<file path="src/rtl/fpga_log_arbiter_pkg.sv">
// fpga_log_arb_pkg: shared types and constants for the FPGA log arbiter.
//   arb_state_e     - arbiter state (idle / locked on a source for a line)
//   LOG_DROP_CNT_W  - width of the per-source saturating drop counters
//   LOG_EOL_DEFAULT - default line terminator (newline)
package fpga_log_arb_pkg;

  typedef enum logic {
    ARB_IDLE   = 1'b0,
    ARB_LOCKED = 1'b1
  } arb_state_e;

  localparam int         LOG_DROP_CNT_W  = 16;
  localparam logic [7:0] LOG_EOL_DEFAULT = 8'h0A;

endpackage

</file>
<file path="src/rtl/fpga_log_arbiter_if.sv">
// fpga_log_arbiter_if: write side of the shared log FIFO.
//   fifo_wr_en  - write strobe            (master -> slave)
//   fifo_din    - character               (master -> slave)
//   fifo_src_id - source of the character (master -> slave)
//   fifo_full   - FIFO full flag          (slave -> master)
interface fpga_log_arbiter_if #(
  parameter int NUM_SRC = 2,
  parameter int CHAR_W  = 8
);
  localparam int IDW = (NUM_SRC > 1) ? $clog2(NUM_SRC) : 1;

  logic              fifo_wr_en;
  logic [CHAR_W-1:0] fifo_din;
  logic [IDW-1:0]    fifo_src_id;
  logic              fifo_full;

  modport master (output fifo_wr_en, fifo_din, fifo_src_id, input fifo_full);
  modport slave  (input fifo_wr_en, fifo_din, fifo_src_id, output fifo_full);
endinterface

</file>
<file path="src/rtl/fpga_log_src_buf.sv">
// fpga_log_src_buf: small per-source character FIFO.
//   clk, rst - clock, synchronous active-high reset (flushes the buffer)
//   push/din - write a character (no backpressure; dropped when full)
//   pop      - remove the head (only asserted when non-empty)
//   head     - oldest character, valid when !empty
//   empty    - no characters buffered
//   full     - BUF_DEPTH characters buffered
//   drop     - push lost this cycle (full and no simultaneous pop)
module fpga_log_src_buf #(
  parameter int CHAR_W    = 8,
  parameter int BUF_DEPTH = 4
) (
  input  logic              clk,
  input  logic              rst,
  input  logic              push,
  input  logic              pop,
  input  logic [CHAR_W-1:0] din,
  output logic [CHAR_W-1:0] head,
  output logic              empty,
  output logic              full,
  output logic              drop
);
  localparam int AW = $clog2(BUF_DEPTH);

  logic [CHAR_W-1:0] mem_q [BUF_DEPTH];
  logic [AW:0]       wp_q, rp_q;
  logic              wr;

  // Extra pointer bit distinguishes full from empty when the indices match.
  assign empty = (wp_q == rp_q);
  assign full  = (wp_q[AW] != rp_q[AW]) && (wp_q[AW-1:0] == rp_q[AW-1:0]);
  // A pop frees the head slot in the same cycle, so a full buffer still accepts.
  assign wr    = push && (!full || pop);
  assign drop  = push && full && !pop;
  assign head  = mem_q[rp_q[AW-1:0]];

  always_ff @(posedge clk) begin
    if (rst) begin
      wp_q <= '0;
      rp_q <= '0;
    end else begin
      if (wr)  wp_q <= wp_q + 1'b1;
      if (pop) rp_q <= rp_q + 1'b1;
    end
  end

  always_ff @(posedge clk) begin
    if (wr) mem_q[wp_q[AW-1:0]] <= din;
  end
endmodule

</file>
<file path="src/rtl/fpga_log_arbiter.sv">
// fpga_log_arbiter: shares one log FIFO write port among NUM_SRC character
// sources. Grants are round-robin and held for a whole line (up to EOL_CHAR)
// or until LOCK_TIMEOUT idle cycles pass, so lines never interleave.
//   core_clk, srst - clock, synchronous active-high reset
//   src_valid/char - per-source character strobes (no backpressure)
//   fifo           - log FIFO write port (wr_en/din/src_id out, full in)
//   clr_stats      - clears drop counters and overflow flags
//   drop_cnt       - saturating per-source dropped-character counts
//   overflow       - sticky per-source drop flags
//   busy           - locked on a source or any buffer non-empty
module fpga_log_arbiter
  import fpga_log_arb_pkg::*;
#(
  parameter int                NUM_SRC      = 2,
  parameter int                CHAR_W       = 8,
  parameter int                BUF_DEPTH    = 4,
  parameter int                LOCK_TIMEOUT = 64,
  parameter logic [CHAR_W-1:0] EOL_CHAR     = CHAR_W'(LOG_EOL_DEFAULT)
) (
  input  logic                                    core_clk,
  input  logic                                    srst,
  input  logic [NUM_SRC-1:0]                      src_valid,
  input  logic [NUM_SRC-1:0][CHAR_W-1:0]          src_char,
  fpga_log_arbiter_if.master                      fifo,
  input  logic                                    clr_stats,
  output logic [NUM_SRC-1:0][LOG_DROP_CNT_W-1:0]  drop_cnt,
  output logic [NUM_SRC-1:0]                      overflow,
  output logic                                    busy
);
  localparam int IDW   = (NUM_SRC > 1) ? $clog2(NUM_SRC) : 1;
  localparam int TMO_W = $clog2(LOCK_TIMEOUT + 1);
  typedef logic [IDW-1:0] id_t;

  arb_state_e                             state_q, state_d;
  id_t                                    grant_q, grant_d, last_q, last_d;
  logic [TMO_W-1:0]                       tmo_q, tmo_d;
  logic [NUM_SRC-1:0][LOG_DROP_CNT_W-1:0] drop_cnt_q;
  logic [NUM_SRC-1:0]                     overflow_q;

  logic [NUM_SRC-1:0]             empty, full, pop, drop;
  logic [NUM_SRC-1:0][CHAR_W-1:0] head;
  logic                           wr_en, pick_vld;
  id_t                            pick, idx;

  for (genvar i = 0; i < NUM_SRC; i++) begin : g_src
    fpga_log_src_buf #(.CHAR_W(CHAR_W), .BUF_DEPTH(BUF_DEPTH)) u_buf (
      .clk(core_clk), .rst(srst), .push(src_valid[i]), .pop(pop[i]),
      .din(src_char[i]), .head(head[i]), .empty(empty[i]), .full(full[i]),
      .drop(drop[i])
    );
    assign pop[i] = wr_en && (grant_q == id_t'(i));
  end

  // Round-robin: scan from farthest to nearest after last_q so the nearest
  // non-empty source is the one left in pick.
  always_comb begin
    pick     = '0;
    pick_vld = 1'b0;
    idx      = '0;
    for (int k = NUM_SRC; k >= 1; k--) begin
      idx = id_t'((int'(last_q) + k) % NUM_SRC);
      if (!empty[idx]) begin
        pick     = idx;
        pick_vld = 1'b1;
      end
    end
  end

  // fifo_full gates the pop in the same cycle, so the log FIFO never overflows.
  assign wr_en = (state_q == ARB_LOCKED) && !empty[grant_q] && !fifo.fifo_full;

  // State register
  always_ff @(posedge core_clk) begin
    if (srst) begin
      state_q <= ARB_IDLE;
      grant_q <= '0;
      last_q  <= id_t'(NUM_SRC - 1);
      tmo_q   <= '0;
    end else begin
      state_q <= state_d;
      grant_q <= grant_d;
      last_q  <= last_d;
      tmo_q   <= tmo_d;
    end
  end

  // Next state
  always_comb begin
    state_d = state_q;
    grant_d = grant_q;
    last_d  = last_q;
    tmo_d   = tmo_q;
    case (state_q)
      ARB_IDLE: begin
        if (pick_vld) begin
          state_d = ARB_LOCKED;
          grant_d = pick;
          tmo_d   = '0;
        end
      end
      ARB_LOCKED: begin
        if (wr_en) begin
          tmo_d = '0;
          if (head[grant_q] == EOL_CHAR) begin
            state_d = ARB_IDLE;
            last_d  = grant_q;
          end
        end else if (empty[grant_q]) begin
          // Only starvation counts; a full-FIFO stall with data pending does not.
          if (tmo_q == TMO_W'(LOCK_TIMEOUT - 1)) begin
            state_d = ARB_IDLE;
            last_d  = grant_q;
            tmo_d   = '0;
          end else begin
            tmo_d = tmo_q + 1'b1;
          end
        end
      end
      default: state_d = ARB_IDLE;
    endcase
  end

  // Outputs
  always_comb begin
    fifo.fifo_wr_en  = wr_en;
    fifo.fifo_din    = wr_en ? head[grant_q] : '0;
    fifo.fifo_src_id = wr_en ? grant_q : '0;
    busy             = (state_q == ARB_LOCKED) || !(&empty);
  end

  // Drop statistics; clear wins over a same-cycle drop.
  always_ff @(posedge core_clk) begin
    if (srst || clr_stats) begin
      drop_cnt_q <= '0;
      overflow_q <= '0;
    end else begin
      for (int i = 0; i < NUM_SRC; i++) begin
        if (drop[i]) begin
          overflow_q[i] <= 1'b1;
          if (drop_cnt_q[i] != '1) drop_cnt_q[i] <= drop_cnt_q[i] + 1'b1;
        end
      end
    end
  end

  assign drop_cnt = drop_cnt_q;
  assign overflow = overflow_q;
endmodule
</file>
<file path="src/flat_wrapper.sv">
// flat-port wrapper written by rule: the top's interface ports become plain ports
module fpga_log_arbiter_flat import fpga_log_arb_pkg::*;
#(
  parameter int                NUM_SRC      = 2,
  parameter int                CHAR_W       = 8,
  parameter int                BUF_DEPTH    = 4,
  parameter int                LOCK_TIMEOUT = 64,
  parameter logic [CHAR_W-1:0] EOL_CHAR     = CHAR_W'(LOG_EOL_DEFAULT)
)
  (core_clk, srst, src_valid, src_char, clr_stats, drop_cnt, overflow, busy, fifo_fifo_wr_en, fifo_fifo_din, fifo_fifo_src_id, fifo_fifo_full);
  fpga_log_arbiter_if #(.NUM_SRC(NUM_SRC), .CHAR_W(CHAR_W)) fifo_i ();
  input  logic core_clk;
  input  logic srst;
  input  logic [NUM_SRC-1:0] src_valid;
  input  logic [NUM_SRC-1:0][CHAR_W-1:0] src_char;
  input  logic clr_stats;
  output logic [NUM_SRC-1:0][LOG_DROP_CNT_W-1:0] drop_cnt;
  output logic [NUM_SRC-1:0] overflow;
  output logic busy;
  output wire logic [$bits(fifo_i.fifo_wr_en)-1:0] fifo_fifo_wr_en;
  output wire logic [$bits(fifo_i.fifo_din)-1:0] fifo_fifo_din;
  output wire logic [$bits(fifo_i.fifo_src_id)-1:0] fifo_fifo_src_id;
  input wire logic [$bits(fifo_i.fifo_full)-1:0] fifo_fifo_full;
  assign fifo_fifo_wr_en = fifo_i.fifo_wr_en;
  assign fifo_fifo_din = fifo_i.fifo_din;
  assign fifo_fifo_src_id = fifo_i.fifo_src_id;
  assign fifo_i.fifo_full = fifo_fifo_full;
  fpga_log_arbiter #(.NUM_SRC(NUM_SRC), .CHAR_W(CHAR_W), .BUF_DEPTH(BUF_DEPTH), .LOCK_TIMEOUT(LOCK_TIMEOUT), .EOL_CHAR(EOL_CHAR)) u_core (.core_clk(core_clk), .srst(srst), .src_valid(src_valid), .src_char(src_char), .fifo(fifo_i), .clr_stats(clr_stats), .drop_cnt(drop_cnt), .overflow(overflow), .busy(busy));
endmodule
</file>
<file path="config.mk">
export PLATFORM = sky130hd
export DESIGN_NAME = fpga_log_arbiter_flat
export DESIGN_NICKNAME = d
export VERILOG_FILES = /design/src/rtl/fpga_log_arbiter_pkg.sv /design/src/rtl/fpga_log_arbiter_if.sv /design/src/rtl/fpga_log_src_buf.sv /design/src/rtl/fpga_log_arbiter.sv /design/src/flat_wrapper.sv
export SDC_FILE = /design/constraint.sdc
export NUM_CORES = 1
export LEC_CHECK = 0
export CAP_MARGIN = 25
export CORE_ASPECT_RATIO = 0.6
export CORE_MARGIN = 4
export CORE_UTILIZATION = 35
export DETAILED_ROUTE_END_ITERATION = 7
export HOLD_SLACK_MARGIN = 0.03
export SYNTH_ARGS = -nofsm -noshare
export SYNTH_HDL_FRONTEND = slang
export SYNTH_SLANG_ARGS = --single-unit
</file>
<file path="constraint.sdc">
create_clock -name core_clk -period 3.1 [get_ports core_clk]
set_input_delay 0.465 -clock core_clk [delete_from_list [all_inputs] [get_ports core_clk]]
set_output_delay 0.465 -clock core_clk [all_outputs]
set_load 0.01 [all_outputs]
</file>
==> summary.txt <==
Route
  – Vias/cell: 4.97
  – Starting DRT DRC Count: around 240
  – Via count: roughly 3.7k
  – Drt drc: 0
  – Routed WL: 11.7 mm
  – First-pass iteration count of the detailed router: 5
  – Antenna viol nets, final: 0
  – Wire per inst: 15.7 um

Global route
  – Grt total ovfl: 0
  – Total track usage: 0.138
  – Antenna violations before repair: 0
  – Vias in the first global route: 3682
  – Largest net degree at the start of global routing: 35
  – Global-route wire length before repair: 19.2 mm

Cells and area
  – Post-layout nets: 564
  – Post-layout util: 0.452
  – Layout cell share with drive strength beyond 1: 0.127
  – Commonest non-fill, non-tap cells in the layout: clkdlybuf4s50_1, edfxtp_1, dfxtp_1
  – Antenna cells: 0
  – Synthesis-to-finish area growth: 26.9%
  – Most common cell after layout, fill and taps aside: clkdlybuf4s50_1
  – Fillers: 1410

Worst setup path
  – Crit-path max FO: 10
  – Reg2Reg Depth: 4
  – R2R setup slack: about 0.69 ns
  – CP required: 2.63 ns
  – Critical Path AT: about 2.4 ns
  – Reg-to-reg critical path startpoint: u_core.state_q
  – Setup crit end kind: output port
  – Reg-to-Reg End: u_core.g_src[0].u_buf.mem_q[3][5]
  – Crit path launch type: register
  – Critical path class: reg -> out
  – Crit. Startpoint: u_core.g_src[1].u_buf.wp_q[0]

Timing
  – RSZ-0062 raised after global routing: no
  – Fmax: around 340 MHz
  – Slew @ Worst Pin: 0.823 ns
  – Final setup vio count: 0
  – Clock skew: 0.00661 ns
  – Minimum clock period: ~2.9 ns
  – Fin Setup TNS: 0 ns
  – Period utilization: 0.937
  – Rel. slew slack: 0.446
  – Slew Limit Fails: 0
  – Final Hold Fails: 0
  – Fin worst setup slack: ~0.20 ns

Synth
  – Synthesized net count: 491
  – Netlist Area Pre-Place: 0.00546 mm^2
  – Dominant cell type by area after synthesis: edfxtp_1
  – Post-synthesis instance total: 456
  – Ys Warns: 0
  – Mean Syn Cell Area: 12.0 um^2
  – Post-synth EDFFs: 64
  – Distinct cells, synth: 53
  – Count of state elements after synthesis: 124
  – FFs w/ async S/R, synth: 0
  – Post-synthesis sequential area ratio: 0.572
  – Synth Flop Type: edfxtp_1
  – Post-synth top area share: 0.352
  – Synth area leaders: edfxtp_1, dfxtp_1, mux4_2, xor2_1, nor2_1

Power
  – P_leak: 2.35 nW
  – Power Density: 590 mW/mm^2
  – Peak VDD IR: 0.318 mV

Clock network
  – TritonCTS clock tree: built
  – Clock transition at path regs: around 0.050 ns
  – CTS Sinks: about 120
  – Number of H-tree levels: 4
  – Clock Tree Root: clkbuf_16
  – Longest Clk Path Bufs: 2
  – Worst-Skew Late Latency: 0.41 ns
  – Post CTS Setup Buffer Count: 0
  – Num CTS Buffers: 17

Floorplanning
  – Initial Util: 0.356
  – Core ar.: 0.0153 mm^2
  – # IOs: 67
  – Die width: 169 um
  – Cell row count: 35
  – Die ar.: 0.0177 mm^2
  – Die height: 105 um

Placed design
  – Port bufs: 66
  – DP Wirelength: 8.37 mm
  – RD Place Congestion: about 0.84
  – Dpl ws: between 0.4 and 0.5 ns

Hold path
  – HP Class: reg -> reg
  – Hold Crit Start: u_core.overflow[1]
  – Hold path cells: 2
  – Hold path endpoint: u_core.overflow[1]

Outcome
  – Status: finished, final reports clean

Run
  – Max cap viols: 0
==> cell families (layout without fill, tap and decap cells) <==
kind of cell	count (synthesis)	after routing	share of synthesized area
adders and majority gates	13	13	0.0298
muxes	28	28	0.0772
AOI/OAI and AO/OA	61	61	0.0765
and+or+nand+nor	162	162	0.162
buffers and inverters	30	116	0.0213
xor gates and xnor gates	38	38	0.0609
DFF	124	124	0.572
==> flip-flops by register name, indices dropped and copies added, names as in the netlist, named ones only <==
| name | count |
|---|---|
| u_core.g_src.u_buf.mem_q | 64 |
| u_core.drop_cnt | 32 |
| u_core.tmo_q | 7 |
| u_core.g_src.u_buf.rp_q | 6 |
| u_core.g_src.u_buf.wp_q | 6 |
| u_core.overflow | 2 |
| u_core.grant_q | 1 |
| u_core.last_q | 1 |
| u_core.state_q | 1 |
==> metal layers <==
layer	track usage	vias to the layer above	part of all wire
met4	0.0333	0	0.0071
met2	0.210	59	0.46
met1	0.192	1807	0.50
met5	0	-	0
met3	0.0439	10	0.039
li1	-	1823	-
==> how the worst max path moves through the flow <==
| stage | to | slack, ns | cells past startpoint |
|---|---|---|---|
| finish | fifo_fifo_din[3] | 0.20 | 5 |
| global route | fifo_fifo_din[6] | 0.05 | 5 |
| CTS | fifo_fifo_din[7] | 0.05 | 6 |
| detailed placement | fifo_fifo_din[3] | 0.40 | 5 |
| global placement | fifo_fifo_din[6] | 0.44 | 5 |
| floorplan | u_core.state_q | 0.97 | 7 |
==> cell usage after synthesis (2+ instances only) <==
master	instances
nand3_1	18
or3_1	11
a211oi_1	3
o311a_1	2
a21oi_1	24
nor2_1	51
nand2_1	19
and2_1	11
mux4_2	11
clkbuf_1	15
dfxtp_1	60
mux2i_1	14
nand2b_1	3
xnor2_1	14
nor3_1	6
o21ai_0	12
and3_1	9
o22ai_1	3
or2_2	2
and4_1	7
a31o_2	3
edfxtp_1	64
o21a_1	2
xor2_1	24
buf_2	3
inv_1	11
mux2_2	3
ha_1	13
o211ai_1	5
nand4_1	10
==> metrics by stage <==
stage               std cells  hold WS, ns  power, W  instance area, um^2
floorplan                 456        0.455   0.00208                 5460
global placement          713        0.452   0.00221                 6350
detailed placement        713        0.472   0.00222                 6350
CTS                       745        0.479   0.00414                 6930
global route              745        0.501   0.00427                 6930
finish                    745        0.475   0.00409                 6930
==> where the power goes <==
group	internal (W)	switching (W)	total, W
clock	0.00119	0.000713	0.00190
combinational	0.000159	0.000206	0.000364
sequential	0.00179	0.0000403	0.00183
==> what timing repair did <==
action / in CTS / in global routing
hold buffers: 0 / 0
endpoints found under the setup margin: 0 / 6
resized for setup: 0 / 2
==> layout make-up <==
type | instances | area (um^2) | area share
clock buffers | 19 | 433 | 0.0624
clock inverters | 13 | 144 | 0.0208
multi-input cells | 302 | 2220 | 0.321
flip-flops and latches | 124 | 3130 | 0.451
well taps | 203 | 254 | 0.0366
inverters | 11 | 41.3 | 0.00596
repair buffers | 73 | 713 | 0.103
==> worst max-delay path: stages (launching register included) <==
cell and delay [ns]:
dfxtp_1 0.44, xor2_1 0.38, or3_1 0.23, o211ai_2 0.22, a21oi_1 0.20, clkdlybuf4s50_1 0.56
Power figures use the tool's default switching activity.
